`src/rtl/shift_add_mul.sv`:
```
// Sequential unsigned multiplier: one shift-add step per clock, multiplier bits LSB-first.
// Produces a registered 2*n-bit product after n RUN cycles and a one-cycle done pulse.
module shift_add_mul #(
  parameter int unsigned n = 37
) (
  input  logic             clk,
  input  logic             rst,
  input  logic             start,
  input  logic [n-1:0]     a,
  input  logic [n-1:0]     b,
  output logic [2*n-1:0]   p,
  output logic             busy,
  output logic             done
);

  localparam int unsigned CW = $clog2(n + 1);

  typedef enum logic [1:0] {
    IDLE = 2'd0,
    RUN  = 2'd1,
    DONE = 2'd2
  } state_t;

  state_t           state_q, state_d;
  logic [n-1:0]     mcand_q, mcand_d;
  logic [2*n:0]     acc_q, acc_d;
  logic [2*n:0]     acc_step;
  logic [n:0]       upper_sum;
  logic [CW-1:0]    cnt_q, cnt_d;
  logic [2*n-1:0]   p_q, p_d;

  always_comb begin
    // Upper half plus multiplicand keeps its carry in bit 2n, then the whole
    // accumulator shifts right with zero fill.
    upper_sum = {1'b0, acc_q[2*n-1:n]} + (acc_q[0] ? {1'b0, mcand_q} : '0);
    acc_step  = {1'b0, upper_sum, acc_q[n-1:1]};
  end

  always_comb begin
    state_d = state_q;
    mcand_d = mcand_q;
    acc_d   = acc_q;
    cnt_d   = cnt_q;
    p_d     = p_q;
    case (state_q)
      IDLE, DONE: begin
        if (start) begin
          mcand_d = a;
          acc_d   = {{(n + 1){1'b0}}, b};
          cnt_d   = '0;
          state_d = RUN;
        end else begin
          state_d = IDLE;
        end
      end
      RUN: begin
        acc_d = acc_step;
        cnt_d = cnt_q + CW'(1);
        if (cnt_q == CW'(n - 1)) begin
          p_d     = acc_step[2*n-1:0];
          state_d = DONE;
        end
      end
      default: state_d = IDLE;
    endcase
  end

  always_ff @(posedge clk) begin
    if (rst) begin
      state_q <= IDLE;
      mcand_q <= '0;
      acc_q   <= '0;
      cnt_q   <= '0;
      p_q     <= '0;
    end else begin
      state_q <= state_d;
      mcand_q <= mcand_d;
      acc_q   <= acc_d;
      cnt_q   <= cnt_d;
      p_q     <= p_d;
    end
  end

  assign p    = p_q;
  assign busy = (state_q == RUN);
  assign done = (state_q == DONE);

endmodule

```
`config.mk`:
```
export PLATFORM = sky130hd
export DESIGN_NAME = shift_add_mul
export DESIGN_NICKNAME = d
export VERILOG_FILES = /design/src/rtl/shift_add_mul.sv
export SDC_FILE = /design/constraint.sdc
export NUM_CORES = 1
export LEC_CHECK = 0
export CAP_MARGIN = 15
export CELL_PAD_IN_SITES_DETAIL_PLACEMENT = 1
export CELL_PAD_IN_SITES_GLOBAL_PLACEMENT = 2
export CORE_MARGIN = 2
export CORE_UTILIZATION = 40
export DETAILED_ROUTE_END_ITERATION = 8
export DONT_BUFFER_PORTS = 1
export GPL_TIMING_DRIVEN = 0
export PLACE_DENSITY = 0.95
export SLEW_MARGIN = 25
export SYNTH_ARGS = -nofsm -noshare
export SYNTH_HDL_FRONTEND = slang
export SYNTH_SLANG_ARGS = --single-unit
```
`constraint.sdc`:
```
create_clock -name clk -period 6.5 [get_ports clk]
set_clock_uncertainty 0.15 [all_clocks]
set_input_delay 0.325 -clock clk [delete_from_list [all_inputs] [get_ports clk]]
set_output_delay 0.325 -clock clk [all_outputs]
set_load 0.02 [all_outputs]
```
# Word level (Yosys, flattened, before mapping)
# Index checks and enable logic that the tools add are counted.
# classes
n_addsub	2
eq_ne	5
n_mux	8
n_reduce_logical	6
# op_table
operator	n
$pmux W74 S2	1
$mux W74	1
$add A37 B37 Y38	1
$mux W37	1
$pmux W6 S2	1
$add A6 B1 Y6 const B	1
$eq A6 B6 Y1 const B	1
$mux W6	1
$reduce_and A2 Y1	3
$pmux W2 S2	1
$eq A2 B1 Y1 const B	1
$eq A2 B2 Y1 const B	1
$logic_not A2 Y1	1
$mux W2	1
$ne A2 B1 Y1 const B	1
$ne A2 B2 Y1 const B	1
$reduce_bool A2 Y1	1
$reduce_or A2 Y1	1
$mux W1	1
# word_totals
regBits	193
inputBits	77
output_inout_bits	76
elab_cells	26

# Logic depth before layout (Yosys ltp)
# Gate-level depths: netlist (run 1).
# depth
depth_word	4
depth_mapped	14
mapped_depth_nobuf	12

# Worst setup path after synthesis (run 1)
# No wires, ideal clock.
# synth_timing
path_kind	register to register
from	register acc_q[0]
to	register p_q[66] (netlist: p[66])
setup_ns	0.070
t_arrival_ns	3.212
required_ns	6.280
path_slack_ns	3.068
path_stages_with_launch	15
path_buffers	2
synth_period_minus_slack_ns	3.432
cell_sequence	dfxtp_1 clkbuf_1 clkbuf_1 and2_1 ha_1 fa_1 a211o_1 a2111o_1 a21boi_2 o311a_4 o311ai_4 a221oi_2 xnor2_1 nand2_1 a21oi_1
# synth_between
elab_chain_cells	2
# synth_rtl
item	line_no	text
from (decl)	26	logic [2*n:0] acc_q, acc_d;
from (signal assigned)	72	acc_q <= '0;
from (signal assigned)	78	acc_q <= acc_d;
$mux W37	35	upper_sum = {1'b0, acc_q[2*n-1:n]} + (acc_q[0] ? {1'b0, mcand_q} : '0);
$add A37 B37 Y38	35	
to (signal assigned)	80	p_q <= p_d;
to (decl)	30	logic [2*n-1:0] p_q, p_d;
# Every way passes these cells.
# A chain may end at the register's enable or synchronous reset.

# Final worst setup path (run 1)
# layout_timing
from	register acc_q[0]
to	register p_q[68] (netlist: p[68])
# Same word-level chain as after synthesis.

==> flow_summary.ini, run 1 <==
[run_status]
status = completed

[finish]
nNetsFinal = 1307
postLayoutCellArea_um2 = 10550
nFillCells = 2662
n_antenna_cell = 0
synthToLayoutAreaGrowth_pct = 19.63
drive_gt1_frac = 0.03741

[power]
sequentialPowerShare = 0.486
finalPower_mw = 2.544
clockPowerShare = 0.434
p_sw_mw = 0.7198
switching_share = 0.2829
internal_power_mw = 1.825
max-vdd-ir-drop_mv = 0.1329
p_per_area_nw_per_um2 = 241.1
p_comb_frac = 0.081
leakage_nw = 4.103

[cts]
clk_pin_slew_ps = 90
hold_buffers = 75
clockBufferDepth = 2
cts_buffers = 17
post_cts.repair.setup_buffers = 0
insertion_delay_ps = 440
cts.sink_count = 193
cts_htree_levels = 4
clockRootBuffer = clkbuf_16
cts_resized = 0
cts_tree = done

[placement]
io_buffers = 0
placed_area_um2 = 9171
routabilityCongestion = 0.9019
dp_hpwl_um = 19610

[global_route]
grt_max_degree = 23
grt_busiest_layer = met2
grt_overflow = 0
use_met3 = 0.04608
antenna_found_initial = 0
use_met2 = 0.3870
grt_pass1_wl_um = 44850
track_usage = 0.2372
grt_pass1_vias = 8400
met1_usage = 0.3156

[route]
drtPass1Iterations = 5
ant_nets = 0
drcViolationCount = 0
drt-vias-per-instance = 5.515
post_drt_wl_per_cell_um = 18.75
dr.first_iter.drc_count = 489
routed_wl_um = 27810
vias = 8179

[die]
row_count = 54
die_w_um = 152.5
initial_core_util = 0.4055
die_area_um2 = 23260
die_h_um = 152.5
io_pins = 153
core_um2 = 21760

[timing]
fin_crit_sh = 0.6492
finalSetupViolCount = 0
max_freq_ghz = 0.2370
max_slew_margin = 0.4337
hold_violations = 0
rsz0062_at_grt = false
tightest_slew_ps = 849.5
finalSetupTns_ps = 0
report.final.slew_viol_count = 0
fin_crit_ps = 4220

[synth]
synth_seq_cells = 193
yosys-top-cells-count = 273 x nand2_1, 193 x dfxtp_1, 177 x a21oi_1
syn_area_per_cell_um2 = 8.048
synth_edf_count = 0
netlist_top_cells_area = dfxtp_1 44%, nand2_1 12%, a21oi_1 10%
yosysWarningCount = 0
yosys_most_used_dff = dfxtp_1
synth_top_area_share = 0.4380
synthesis.nets = 1213
yosysMostFrequentCell = nand2_1
async_flop_share = 0
synth_cell_types = 53
yosysTopAreaCell = dfxtp_1
syn_area_um2 = 8821
synthCells = 1096
ys_seq_area_frac = 0.4380

[critical_path]
worst-setup-path-type = flip-flop to flip-flop
cp-end-kind = flip-flop
worstPathArrival_ps = 4440
critPathMaxFanout = 10
worstSetupStartpointType = flip-flop
regToRegSetupSlack_ps = 2280
endpoint = p[68]$_SDFFE_PP0P_
r2r-end = p[68]$_SDFFE_PP0P_
crit_required_ps = 6720
cp-startpoint = acc_q[0]$_SDFFE_PP0P_
regToRegStartpoint = acc_q[0]$_SDFFE_PP0P_
reg2reg_depth = 14

[min_path]
min_path_type = input port to flip-flop

[run]
cap_violations = 0
## registers in the layout (all words and copies together), names as in the netlist
| register | count |
|---|---|
| mcand_q | 37 |
| p | 74 |
| state_q | 2 |
| acc_q | 74 |
| cnt_q | 6 |
## cells in the final DEF, fill, tap and decap left out, types with 17 or more instances in the layout
| master | synthesis | final |
|---|---|---|
| and2_1 | 40 | 40 |
| a22oi_1 | 53 | 53 |
| ha_1 | 39 | 39 |
| dlygate4sd3_1 | 0 | 75 |
| clkbuf_1 | 61 | 61 |
| clkbuf_16 | 0 | 17 |
| nand2_1 | 273 | 273 |
| dfxtp_1 | 193 | 193 |
| a21oi_1 | 177 | 177 |
| inv_1 | 18 | 18 |
| xnor2_1 | 23 | 23 |
| nor2_1 | 50 | 50 |
| o21ai_0 | 25 | 25 |
## stage by stage
stage,setup WS [ps],std cells,hold slack [ps],utilization
floorplan,3068,1096,281.5,-
global placement,2353,1376,290.3,0.4216
detailed placement,2333,1376,295.0,0.4216
CTS,2268,1483,4.675,0.4850
global route,1969,1483,26.53,0.4850
finish,2280,1483,14.36,0.4850
## critical path, cell delays in order (launching register included)
cell	delay (ps)
dfxtp_1	340
clkbuf_1	250
clkbuf_1	300
and2_1	210
ha_1	220
fa_1	440
a211o_1	350
a2111o_1	470
a21boi_2	270
o311a_4	260
o211ai_1	150
a31oi_1	260
xnor2_1	170
nand2_1	120
a21oi_1	180
## worst min-delay path by stage
stage | cells past startpoint | slack [ps] | startpoint | to
2_1_floorplan | 2 | 280 | acc_q[55]$_SDFFE_PP0P_ | acc_q[55]$_SDFFE_PP0P_
3_3_place_gp | 2 | 290 | mcand_q[35]$_SDFFE_PP0P_ | mcand_q[35]$_SDFFE_PP0P_
3_5_place_dp | 2 | 290 | mcand_q[32]$_SDFFE_PP0P_ | mcand_q[32]$_SDFFE_PP0P_
4_1_cts | 2 | 5 | rst | p[71]$_SDFFE_PP0P_
5_1_grt | 2 | 30 | rst | p[71]$_SDFFE_PP0P_
6_report | 2 | 10 | rst | p[71]$_SDFFE_PP0P_
## cells by family (layout without fill, tap and decap cells)
family / after synthesis / after routing / synth area share
AND/OR/NAND/NOR: 410 / 410 / 0.1991
AO/OA/AOI/OAI: 334 / 334 / 0.2363
flip-flops: 193 / 193 / 0.4380
buffers and inverters: 87 / 194 / 0.03716
adder cells (fa/ha/maj): 40 / 40 / 0.05759
XOR/XNOR: 32 / 32 / 0.03177
## power by group through the flow
stage | combinational, mW | sequential, mW | clock (mW)
2_1_floorplan | 0.113 | 1.26 | 0
3_3_place_gp | 0.160 | 1.26 | 0
3_5_place_dp | 0.164 | 1.26 | 0
4_1_cts | 0.203 | 1.24 | 1.12
5_1_grt | 0.227 | 1.24 | 1.17
6_report | 0.205 | 1.24 | 1.10
## per-layer routing
metal,vias to the layer above,share of wire
met5,-,0
met4,0,0.024
met3,45,0.042
met2,181,0.47
met1,3965,0.46
li1,3988,-
## layout make-up
cell class / instances / area, um2 / area share
buffer: 68 / 256.5 / 0.02431
clock buffer: 17 / 425.4 / 0.04031
clock inverter: 15 / 205.2 / 0.01945
inverter: 19 / 71.32 / 0.006758
multi-input combinational: 816 / 4629 / 0.4387
sequential: 193 / 3864 / 0.3661
tap: 280 / 350.3 / 0.03320
timing repair buffer: 75 / 750.7 / 0.07114
(Power assumes the default switching activity.)
==> run 2: changes to the inputs <==
--- a/config.mk
+++ b/config.mk
@@ -5,15 +5,16 @@
 export SDC_FILE = /design/constraint.sdc
 export NUM_CORES = 1
 export LEC_CHECK = 0
+export ABC_AREA = 1
 export CAP_MARGIN = 15
 export CELL_PAD_IN_SITES_DETAIL_PLACEMENT = 1
 export CELL_PAD_IN_SITES_GLOBAL_PLACEMENT = 2
 export CORE_MARGIN = 2
-export CORE_UTILIZATION = 40
+export CORE_UTILIZATION = 35
 export DETAILED_ROUTE_END_ITERATION = 8
 export DONT_BUFFER_PORTS = 1
 export GPL_TIMING_DRIVEN = 0
-export PLACE_DENSITY = 0.95
+export PLACE_DENSITY = 0.9
 export SLEW_MARGIN = 25
 export SYNTH_ARGS = -nofsm -noshare
 export SYNTH_HDL_FRONTEND = slang
==> constraint.sdc (replaced) <==
create_clock -name clk -period 4.2 [get_ports clk]
set_clock_uncertainty 0.15 [all_clocks]
set_input_delay 0.21 -clock clk [delete_from_list [all_inputs] [get_ports clk]]
set_output_delay 0.21 -clock clk [all_outputs]
set_load 0.02 [all_outputs]
==> flow_summary.ini, run 2 <==
[run_status]
status = completed

[synth]
synthCells = 1488
yosysMostFrequentCell = nand2_1
yosysWarningCount = 0
synth_edf_count = 0
yosys-top-cells-count = 356 x nand2_1, 217 x nor2_1, 207 x inv_1
synth_top_area_share = 0.3843
yosysTopAreaCell = dfxtp_1
netlist_top_cells_area = dfxtp_1 38%, nand2_1 13%, nor2_1 8.1%
async_flop_share = 0
synthesis.nets = 1605
synth_cell_types = 36
syn_area_um2 = 10050
synth_seq_cells = 193
ys_seq_area_frac = 0.3843
syn_area_per_cell_um2 = 6.757
yosys_most_used_dff = dfxtp_1

[timing]
hold_violations = 0
report.final.slew_viol_count = 0
finalSetupTns_ps = 0
max_slew_margin = 0.4617
fin_crit_sh = 0.8568
tightest_slew_ps = 807.5
finalSetupViolCount = 0
rsz0062_at_grt = false
max_freq_ghz = 0.2779
fin_crit_ps = 3598

[finish]
drive_gt1_frac = 0.04329
final_core_util = 0.4156
postLayoutCellArea_um2 = 11830
seqCellArea_um2 = 3864
multi_input_area_um2 = 5076
nNetsFinal = 1698
synthToLayoutAreaGrowth_pct = 17.68
layout.cells.most_common = nand2_1
nFillCells = 3680
final_cell_mix = 356 x nand2_1, 217 x nor2_1, 207 x inv_1, 193 x dfxtp_1, 89 x nand3_1

[die]
die_w_um = 173.5
row_count = 62
initial_core_util = 0.3532
io_pins = 153
die_area_um2 = 30100
core_um2 = 28470
die_h_um = 173.5

[route]
wl_met1_um = 15630
ant_nets = 0
highest_layer = met4
dr.first_iter.drc_count = 385
drt-vias-per-instance = 5.029
drtPass1Iterations = 4
post_drt_wl_per_cell_um = 18.10
vias = 9953
drcViolationCount = 0
routed_wl_um = 35830
wl_met2_um = 17650
met3_length_um = 1679

[placement]
dp_hpwl_um = 27030
placed_area_um2 = 10540
io_buffers = 0
routabilityCongestion = 0.8673

[power]
p_sw_mw = 1.240
internal_power_mw = 2.964
max-vdd-ir-drop_mv = 0.2163
finalPower_mw = 4.204
leakage_nw = 5.644
sequentialPowerShare = 0.486
p_per_area_nw_per_um2 = 355.3
p_comb_frac = 0.130
switching_share = 0.2950
clockPowerShare = 0.384

[cts]
clockRootBuffer = clkbuf_16
clockBufferDepth = 2
cts_tree = done
post_cts.repair.setup_buffers = 0
clk_pin_slew_ps = 70
cts_buffers = 17
cts_htree_levels = 4
insertion_delay_ps = 450
cts.sink_count = 193

[global_route]
track_usage = 0.2387
antenna_found_initial = 1
grt_pass1_wl_um = 56480
grt_overflow = 0
grt_pass1_vias = 10610
grt_max_degree = 17

[critical_path]
cp-end-kind = flip-flop
max_stage_delay_ps = 500
cp_slowest_cell = buf_1
cpMostUsedCell = nand2_1
cp_top_family = simple AND/OR/NAND/NOR gates
path_buf_inv = 4
cp_cell_sequence = clkbuf_1, buf_1, nand2_1, inv_1, ha_1, fa_1, nand3_1, nand3_2, nand2_1, nand2_1, nand3_1, nand2_1, nand2_1, nand2_1, nand2_1, nand2_1, a21o_1, inv_1
worst-setup-path-type = flip-flop to flip-flop
regToRegSetupSlack_ps = 600
crit_required_ps = 4400
worstPathArrival_ps = 3800
worstSetupStartpointType = flip-flop
critPathMaxFanout = 10

[run]
cap_violations = 0

[min_path]
min_path_type = input port to flip-flop
==> run 2: cell count changes in the layout (fill, tap and decap cells not counted), sizes merged, moves of 25 or more <==
| cell | change |
|---|---|
| inv | +189 |
| nor2 | +171 |
| a21oi | -95 |
| o21ai | +87 |
| nand2 | +85 |
| nand3 | +84 |
| a22oi | -53 |
| and2 | -40 |
| a221oi | +36 |
| buf | +28 |
| clkbuf | -25 |
==> run 2: final timing paths <==
path,startpoint,to,depth (start not counted)
worst max-delay path,acc_q[0]$_SDFFE_PP0P_,p[68]$_SDFFE_PP0P_,18
worst min-delay path,rst,state_q[1]$_SDFFE_PP0P_,2
worst max register to register,acc_q[0]$_SDFFE_PP0P_,p[68]$_SDFFE_PP0P_,18
worst min register to register,acc_q[72]$_SDFFE_PP0P_,acc_q[72]$_SDFFE_PP0P_,2
==> run 2: cell type report <==
cell class,instances,area share
buffer,67,0.02654
antenna,1,0.0002115
clock inverter,11,0.008777
multi-input combinational,1016,0.4290
clock buffer,21,0.03807
timing repair buffer,74,0.06260
inverter,212,0.06767
tap,384,0.04060
sequential,193,0.3265
==> run 2: power groups by stage <==
stage          clock network (mW)  logic (mW)  registers, mW
3_5_place_dp                    0       0.484           2.09
5_1_grt                      1.71       0.608           2.06
3_3_place_gp                    0       0.472           2.08
4_1_cts                      1.64       0.544           2.04
6_report                     1.61       0.547           2.04
2_1_floorplan                   0       0.337           2.06
==> run 2: logic make-up after synthesis <==
logic type / synth area share
simple gates: 0.2792
buf+inv: 0.1109
compound gates: 0.1603
flops: 0.3843
fa+ha+maj: 0.05052
xor+xnor: 0.01481
==> run 2: repair_timing <==
item	CTS	global route
hold buffers	74	0
endpoints found under the hold margin	74	0
gates resized for setup	0	0
==> run 2: layer usage <==
metal	track usage	vias up
li1	-	4933
met1	0.2756	4777
met2	0.4322	194
met3	0.05417	49
met4	0.08333	0
met5	0	-
==> run 2: per-stage QoR <==
| step | hold slack (ps) | worst slack (ps) | std cells |
|---|---|---|---|
| after floorplan | 210.4 | 1625 | 1488 |
| after global placement | 212.9 | 715.2 | 1872 |
| after detailed placement | 222.2 | 641.6 | 1872 |
| after CTS | 77.43 | 640.4 | 1978 |
| after global routing | 86.49 | 394.9 | 1979 |
| final | 86.35 | 601.6 | 1979 |
==> run 2: worst register-to-register path: stages, from the launching register on <==
cell and delay, ps:
dfxtp_1 330, clkbuf_1 490, buf_1 510, nand2_1 100, inv_1 90, ha_1 230
fa_1 290, nand3_1 110, nand3_2 120, nand2_1 60, nand2_1 150, nand3_1 90
nand2_1 170, nand2_1 130, nand2_1 90, nand2_1 60, nand2_1 160, a21o_1 140
inv_1 30
